`src/rtl/div_radix.sv`:
```
// Restoring integer divider retiring SPC quotient bits per clock (IDLE -> CALC -> FIX).
// Signed operation is compiled in only when DIV_SIGNED_EN is defined; otherwise sgn is ignored and ovf stays 0.
module div_radix #(
  parameter int DSZ = 32,
  parameter int SPC = 1
) (
  input  logic           clk,
  input  logic           rst,
  input  logic           start,
  input  logic           sgn,
  input  logic [DSZ-1:0] x,
  input  logic [DSZ-1:0] y,
  output logic           busy,
  output logic           done,
  output logic           dbz,
  output logic           ovf,
  output logic [DSZ-1:0] q,
  output logic [DSZ-1:0] r
);

  localparam int N  = DSZ / SPC;
  localparam int CW = $clog2(N + 1);

  typedef enum logic [1:0] {IDLE, CALC, FIX} state_t;

  state_t state_reg, state_next;

  logic [DSZ-1:0] rem_reg, rem_next;
  logic [DSZ-1:0] quo_reg, quo_next;
  logic [DSZ-1:0] den_reg, den_next;
  logic [CW-1:0]  cnt_reg, cnt_next;
  logic [DSZ-1:0] q_reg, q_next;
  logic [DSZ-1:0] r_reg, r_next;
  logic           dbz_reg, dbz_next;
  logic           ovf_reg, ovf_next;
  logic           done_reg, done_next;

  logic [DSZ-1:0] x_mag, y_mag;

`ifdef DIV_SIGNED_EN
  logic x_neg, y_neg, ovf_hit;
  logic qneg_reg, qneg_next;
  logic rneg_reg, rneg_next;
  logic ovfp_reg, ovfp_next;

  assign x_neg   = sgn & x[DSZ-1];
  assign y_neg   = sgn & y[DSZ-1];
  assign x_mag   = x_neg ? -x : x;
  assign y_mag   = y_neg ? -y : y;
  assign ovf_hit = sgn && (x == {1'b1, {(DSZ-1){1'b0}}}) && (y == {DSZ{1'b1}});
`else
  logic unused_sgn;

  assign unused_sgn = sgn;
  assign x_mag      = x;
  assign y_mag      = y;
`endif

  // Unrolled restoring steps: the dividend shifts out of quo while quotient bits shift in.
  // The shifted remainder needs DSZ+1 bits; after the compare it always fits in DSZ again.
  logic [DSZ-1:0] srem [0:SPC];
  logic [DSZ-1:0] squo [0:SPC];

  assign srem[0] = rem_reg;
  assign squo[0] = quo_reg;

  for (genvar gi = 0; gi < SPC; gi++) begin : g_step
    logic [DSZ:0] shifted;
    logic [DSZ:0] diff;

    assign shifted      = {srem[gi], squo[gi][DSZ-1]};
    assign diff         = shifted - {1'b0, den_reg};
    assign srem[gi+1]   = diff[DSZ] ? shifted[DSZ-1:0] : diff[DSZ-1:0];
    assign squo[gi+1]   = {squo[gi][DSZ-2:0], ~diff[DSZ]};
  end

  always_comb begin
    state_next = state_reg;
    rem_next   = rem_reg;
    quo_next   = quo_reg;
    den_next   = den_reg;
    cnt_next   = cnt_reg;
    q_next     = q_reg;
    r_next     = r_reg;
    dbz_next   = dbz_reg;
    ovf_next   = ovf_reg;
    done_next  = 1'b0;
`ifdef DIV_SIGNED_EN
    qneg_next  = qneg_reg;
    rneg_next  = rneg_reg;
    ovfp_next  = ovfp_reg;
`endif

    case (state_reg)
      IDLE: begin
        if (start) begin
          if (y == '0) begin
            // Divide by zero resolves immediately; results are visible in the FIX cycle.
            q_next     = '1;
            r_next     = x;
            dbz_next   = 1'b1;
            ovf_next   = 1'b0;
            done_next  = 1'b1;
            state_next = FIX;
          end else begin
            rem_next   = '0;
            quo_next   = x_mag;
            den_next   = y_mag;
            cnt_next   = CW'(N - 1);
`ifdef DIV_SIGNED_EN
            qneg_next  = x_neg ^ y_neg;
            rneg_next  = x_neg;
            ovfp_next  = ovf_hit;
`endif
            state_next = CALC;
          end
        end
      end

      CALC: begin
        rem_next = srem[SPC];
        quo_next = squo[SPC];
        cnt_next = cnt_reg - CW'(1);
        if (cnt_reg == '0) begin
          // Final step registers the corrected result so q/r are already valid during FIX.
`ifdef DIV_SIGNED_EN
          q_next   = qneg_reg ? -squo[SPC] : squo[SPC];
          r_next   = rneg_reg ? -srem[SPC] : srem[SPC];
          ovf_next = ovfp_reg;
`else
          q_next   = squo[SPC];
          r_next   = srem[SPC];
          ovf_next = 1'b0;
`endif
          dbz_next   = 1'b0;
          done_next  = 1'b1;
          state_next = FIX;
        end
      end

      FIX: begin
        state_next = IDLE;
      end

      default: begin
        state_next = IDLE;
      end
    endcase
  end

  always_ff @(posedge clk) begin
    if (rst) begin
      state_reg <= IDLE;
    end else begin
      state_reg <= state_next;
    end
  end

  always_ff @(posedge clk) begin
    if (rst) begin
      rem_reg  <= '0;
      quo_reg  <= '0;
      den_reg  <= '0;
      cnt_reg  <= '0;
      q_reg    <= '0;
      r_reg    <= '0;
      dbz_reg  <= 1'b0;
      ovf_reg  <= 1'b0;
      done_reg <= 1'b0;
`ifdef DIV_SIGNED_EN
      qneg_reg <= 1'b0;
      rneg_reg <= 1'b0;
      ovfp_reg <= 1'b0;
`endif
    end else begin
      rem_reg  <= rem_next;
      quo_reg  <= quo_next;
      den_reg  <= den_next;
      cnt_reg  <= cnt_next;
      q_reg    <= q_next;
      r_reg    <= r_next;
      dbz_reg  <= dbz_next;
      ovf_reg  <= ovf_next;
      done_reg <= done_next;
`ifdef DIV_SIGNED_EN
      qneg_reg <= qneg_next;
      rneg_reg <= rneg_next;
      ovfp_reg <= ovfp_next;
`endif
    end
  end

  assign busy = (state_reg != IDLE);
  assign done = done_reg;
  assign dbz  = dbz_reg;
  assign ovf  = ovf_reg;
  assign q    = q_reg;
  assign r    = r_reg;

endmodule

```
`config.mk`:
```
export PLATFORM = sky130hd
export DESIGN_NAME = div_radix
export DESIGN_NICKNAME = d
export VERILOG_FILES = /design/src/rtl/div_radix.sv
export SDC_FILE = /design/constraint.sdc
export NUM_CORES = 1
export LEC_CHECK = 0
export BUFFER_PORTS_ARGS = -buffer_cell sky130_fd_sc_hd__buf_4
export CORE_MARGIN = 5
export CORE_UTILIZATION = 34
export DETAILED_ROUTE_END_ITERATION = 8
export PLACE_DENSITY = 0.57
export SLEW_MARGIN = 20
export SYNTH_ARGS = -nofsm -noshare
export SYNTH_HDL_FRONTEND = slang
export SYNTH_SLANG_ARGS = --single-unit
export TNS_END_PERCENT = 30
```
`constraint.sdc`:
```
create_clock -name clk -period 3 [get_ports clk]
set_input_delay 0 -clock clk [delete_from_list [all_inputs] [get_ports clk]]
set_output_delay 0 -clock clk [all_outputs]
set_load 0.05 [all_outputs]
```
==> results.yml <==
route:
  drcViolationCount: 0
  wl_met2_um: 11500
  wl_met3_um: 1320
  antenna_left: 0
  viasPerCell: 4.98
  routed_wl_um: 26500
  via_count: 8092
  wl_per_cell_um: 16.3
  drt_iter0_markers: 534
  top_layer_used: "met4"
  dr.pass1.iters: 5
  wl_met1_um: 13400
run:
  max_cap_viol_count: 0
grt:
  antenna_found_initial: 0
  grt_pass1_vias: 7841
  overflow: 0
  grt_max_degree: 66
  grt_pass1_wl_um: 42600
  grtUsageTotal_pct: 18.3
die:
  die_height_um: 169
  die-area_um2: 28700
  die_w_um: 169
  initial_core_util_pct: 34.4
  rows: 58
  coreArea_um2: 25100
  pin_count: 136
synth:
  syn_inst: 1063
  synth_edf_count: 0
  synth_area_leaders: "dfxtp_1, nor2_1, nand2_1, a311oi_1, ha_1"
  post-synth-top-area-cell: "dfxtp_1"
  syn_nets: 1166
  synth-main-ff-cell: "dfxtp_1"
  synth_seq_cells: 170
  synth.avg_cell_area_um2: 8.13
  synth_top_area_share_pct: 39.4
  synth-async-reset-ratio_pct: 0
  ys_seq_area_share_pct: 39.4
  synth_area_um2: 8640
  yosysWarnings: 0
  synth_cell_types: 59
timing:
  fin_worst_skew_ns: 0.0114
  worst_slack_ns: -0.107
  worstMarginPinSlew_ns: 0.648
  timing.hold.ws_ns: 0.148
  timing.final.crit_share_pct: 104
  setup_viol: 41
  max_freq_mhz: 322
  fin_crit_ns: 3.11
  hold_violations: 0
  max_slew_margin_pct: 56.8
  final_max_slew_viol_count: 0
  rsz0062_at_grt: "yes"
cells_and_area:
  n_antenna_cell: 0
  final_cell_mix: "buf_4, nor2_1, dfxtp_1"
  nets: 1386
  fillers: 2490
  drive_gt1_share_pct: 25.1
  final_common_cell: "buf_4"
  syn_to_final_growth_pct: 38.6
setup_path:
  cp_max_fo: 8
  worstSetupStartpointType: "flip-flop"
  worst-setup-path-type: "flip-flop to flip-flop"
  cp_data_required_time_ns: 3.32
  critPathCaptureType: "flip-flop"
  crit_arrival_ns: 3.43
power_and_ir_drop:
  power.leakage_uw: 0.00515
  ir_drop_uv: 746
  p_total_uw: 14600
  p_per_area_nw_per_um2: 1220
min_path:
  hp-class: "input pin to flip-flop"
outcome:
  status: "finished, violations left"
  violations: "setup timing"
placement:
  port_buffers: 133
  globalplace.congestion: 0.945
  pre_cts_ws_ns: -0.121
  dp_hpwl_um: 19500
clocking:
  clock-sinks: 170
  cts-root-buf: "clkbuf_16"
  path_clk_slew_ns: 0.07
  clk_latency_ns: 0.43
  clock_path_buffers: 2
  cts_tree: "done"
  htreeDepth: 4
  numCtsBuffers: 17
[final cells by class]
class	instances	area (µm²)	area share, %
Clock inverter	14	151	1.26
Clock buffer	18	439	3.67
Inverter	45	169	1.41
Timing Repair Buffer	270	2270	18.9
Tap cell	330	413	3.45
Multi-Input combinational cell	779	5120	42.8
Sequential cell	170	3410	28.5
[metal layers]
metal,vias to the layer above,global-route usage (%)
met3,23,3.45
met1,3721,27.6
met4,0,3.78
met5,-,0
li1,4161,-
met2,187,27.3
[critical path: stages (launching register included)]
cell and delay [ns]:
dfxtp_2 0.32, inv_2 0.06, ha_4 0.13, inv_2 0.04, fa_2 0.35, a21o_1 0.23
a221oi_4 0.30, o211ai_2 0.16, a32oi_2 0.25, mux2_4 0.37, nand2_8 0.12, clkbuf_16 0.17
mux2_4 0.31, o211ai_2 0.12, o21ai_1 0.07
[final timing paths]
check	start	end	slack (ns)	cells past startpoint
worst max-delay path	quo_reg[31]	r[1]	-0.11	14
worst min-delay path	start	r[16]	0.15	3
worst max register to register	quo_reg[31]	r[1]	-0.11	14
worst min register to register	quo_reg[25]	quo_reg[26]	0.49	2
[cell families after synthesis]
| group | Yosys count | synth area share (%) |
|---|---|---|
| and+or+nand+nor | 423 | 20.7 |
| xor gates and xnor gates | 32 | 3.24 |
| buffers and inverters | 114 | 5.63 |
| muxes | 57 | 6.94 |
| DFF | 170 | 39.4 |
| adders and majority gates | 35 | 5.16 |
| other | 1 | 0.0434 |
| AOI/OAI and AO/OA | 231 | 18.9 |
[Yosys cell counts, types with 4 or more instances]
cell type	number
inv_1	45
o211ai_1	4
mux2i_1	40
nor2_1	185
and3_1	7
nand4_1	5
a211oi_1	13
xnor2_1	19
nor2b_1	6
a21oi_1	59
clkbuf_1	48
nor3_1	42
xor2_1	13
o21ai_0	36
or2_2	4
nand3_1	5
a21o_1	17
mux2_2	15
nand2_1	142
ha_1	34
a311oi_1	52
a31oi_1	8
nor4_1	11
buf_2	12
o21a_1	7
dfxtp_1	170
or3_1	4
o21bai_1	4
[through the flow]
stage	instances	util (%)	cell area (µm²)	TNS, ns
floorplan	1063	-	8640	0
global placement	1518	40.9	10300	-0.192
detailed placement	1518	40.9	10300	-3.47
CTS	1623	46.2	11600	-1.19
global route	1626	47.7	12000	-8.41
finish	1626	47.7	12000	-1.94
[power breakdown]
part / internal [µW] / total (µW) / switching, µW
combinational: 4780 / 9550 / 4770
sequential: 2540 / 2850 / 307
clock: 1140 / 2200 / 1060
[repair_timing]
action | 4_1_cts | 5_1_grt
pin swaps | 9 | 23
gates resized for setup | 6 | 85
setup endpoints to repair | 46 | 63
cloned | 1 | 1
hold buffers | 65 | 0
hold endpoints to repair | 97 | 0
setup buffers | 7 | 4
No activity file was read; power rests on OpenSTA's default activity.
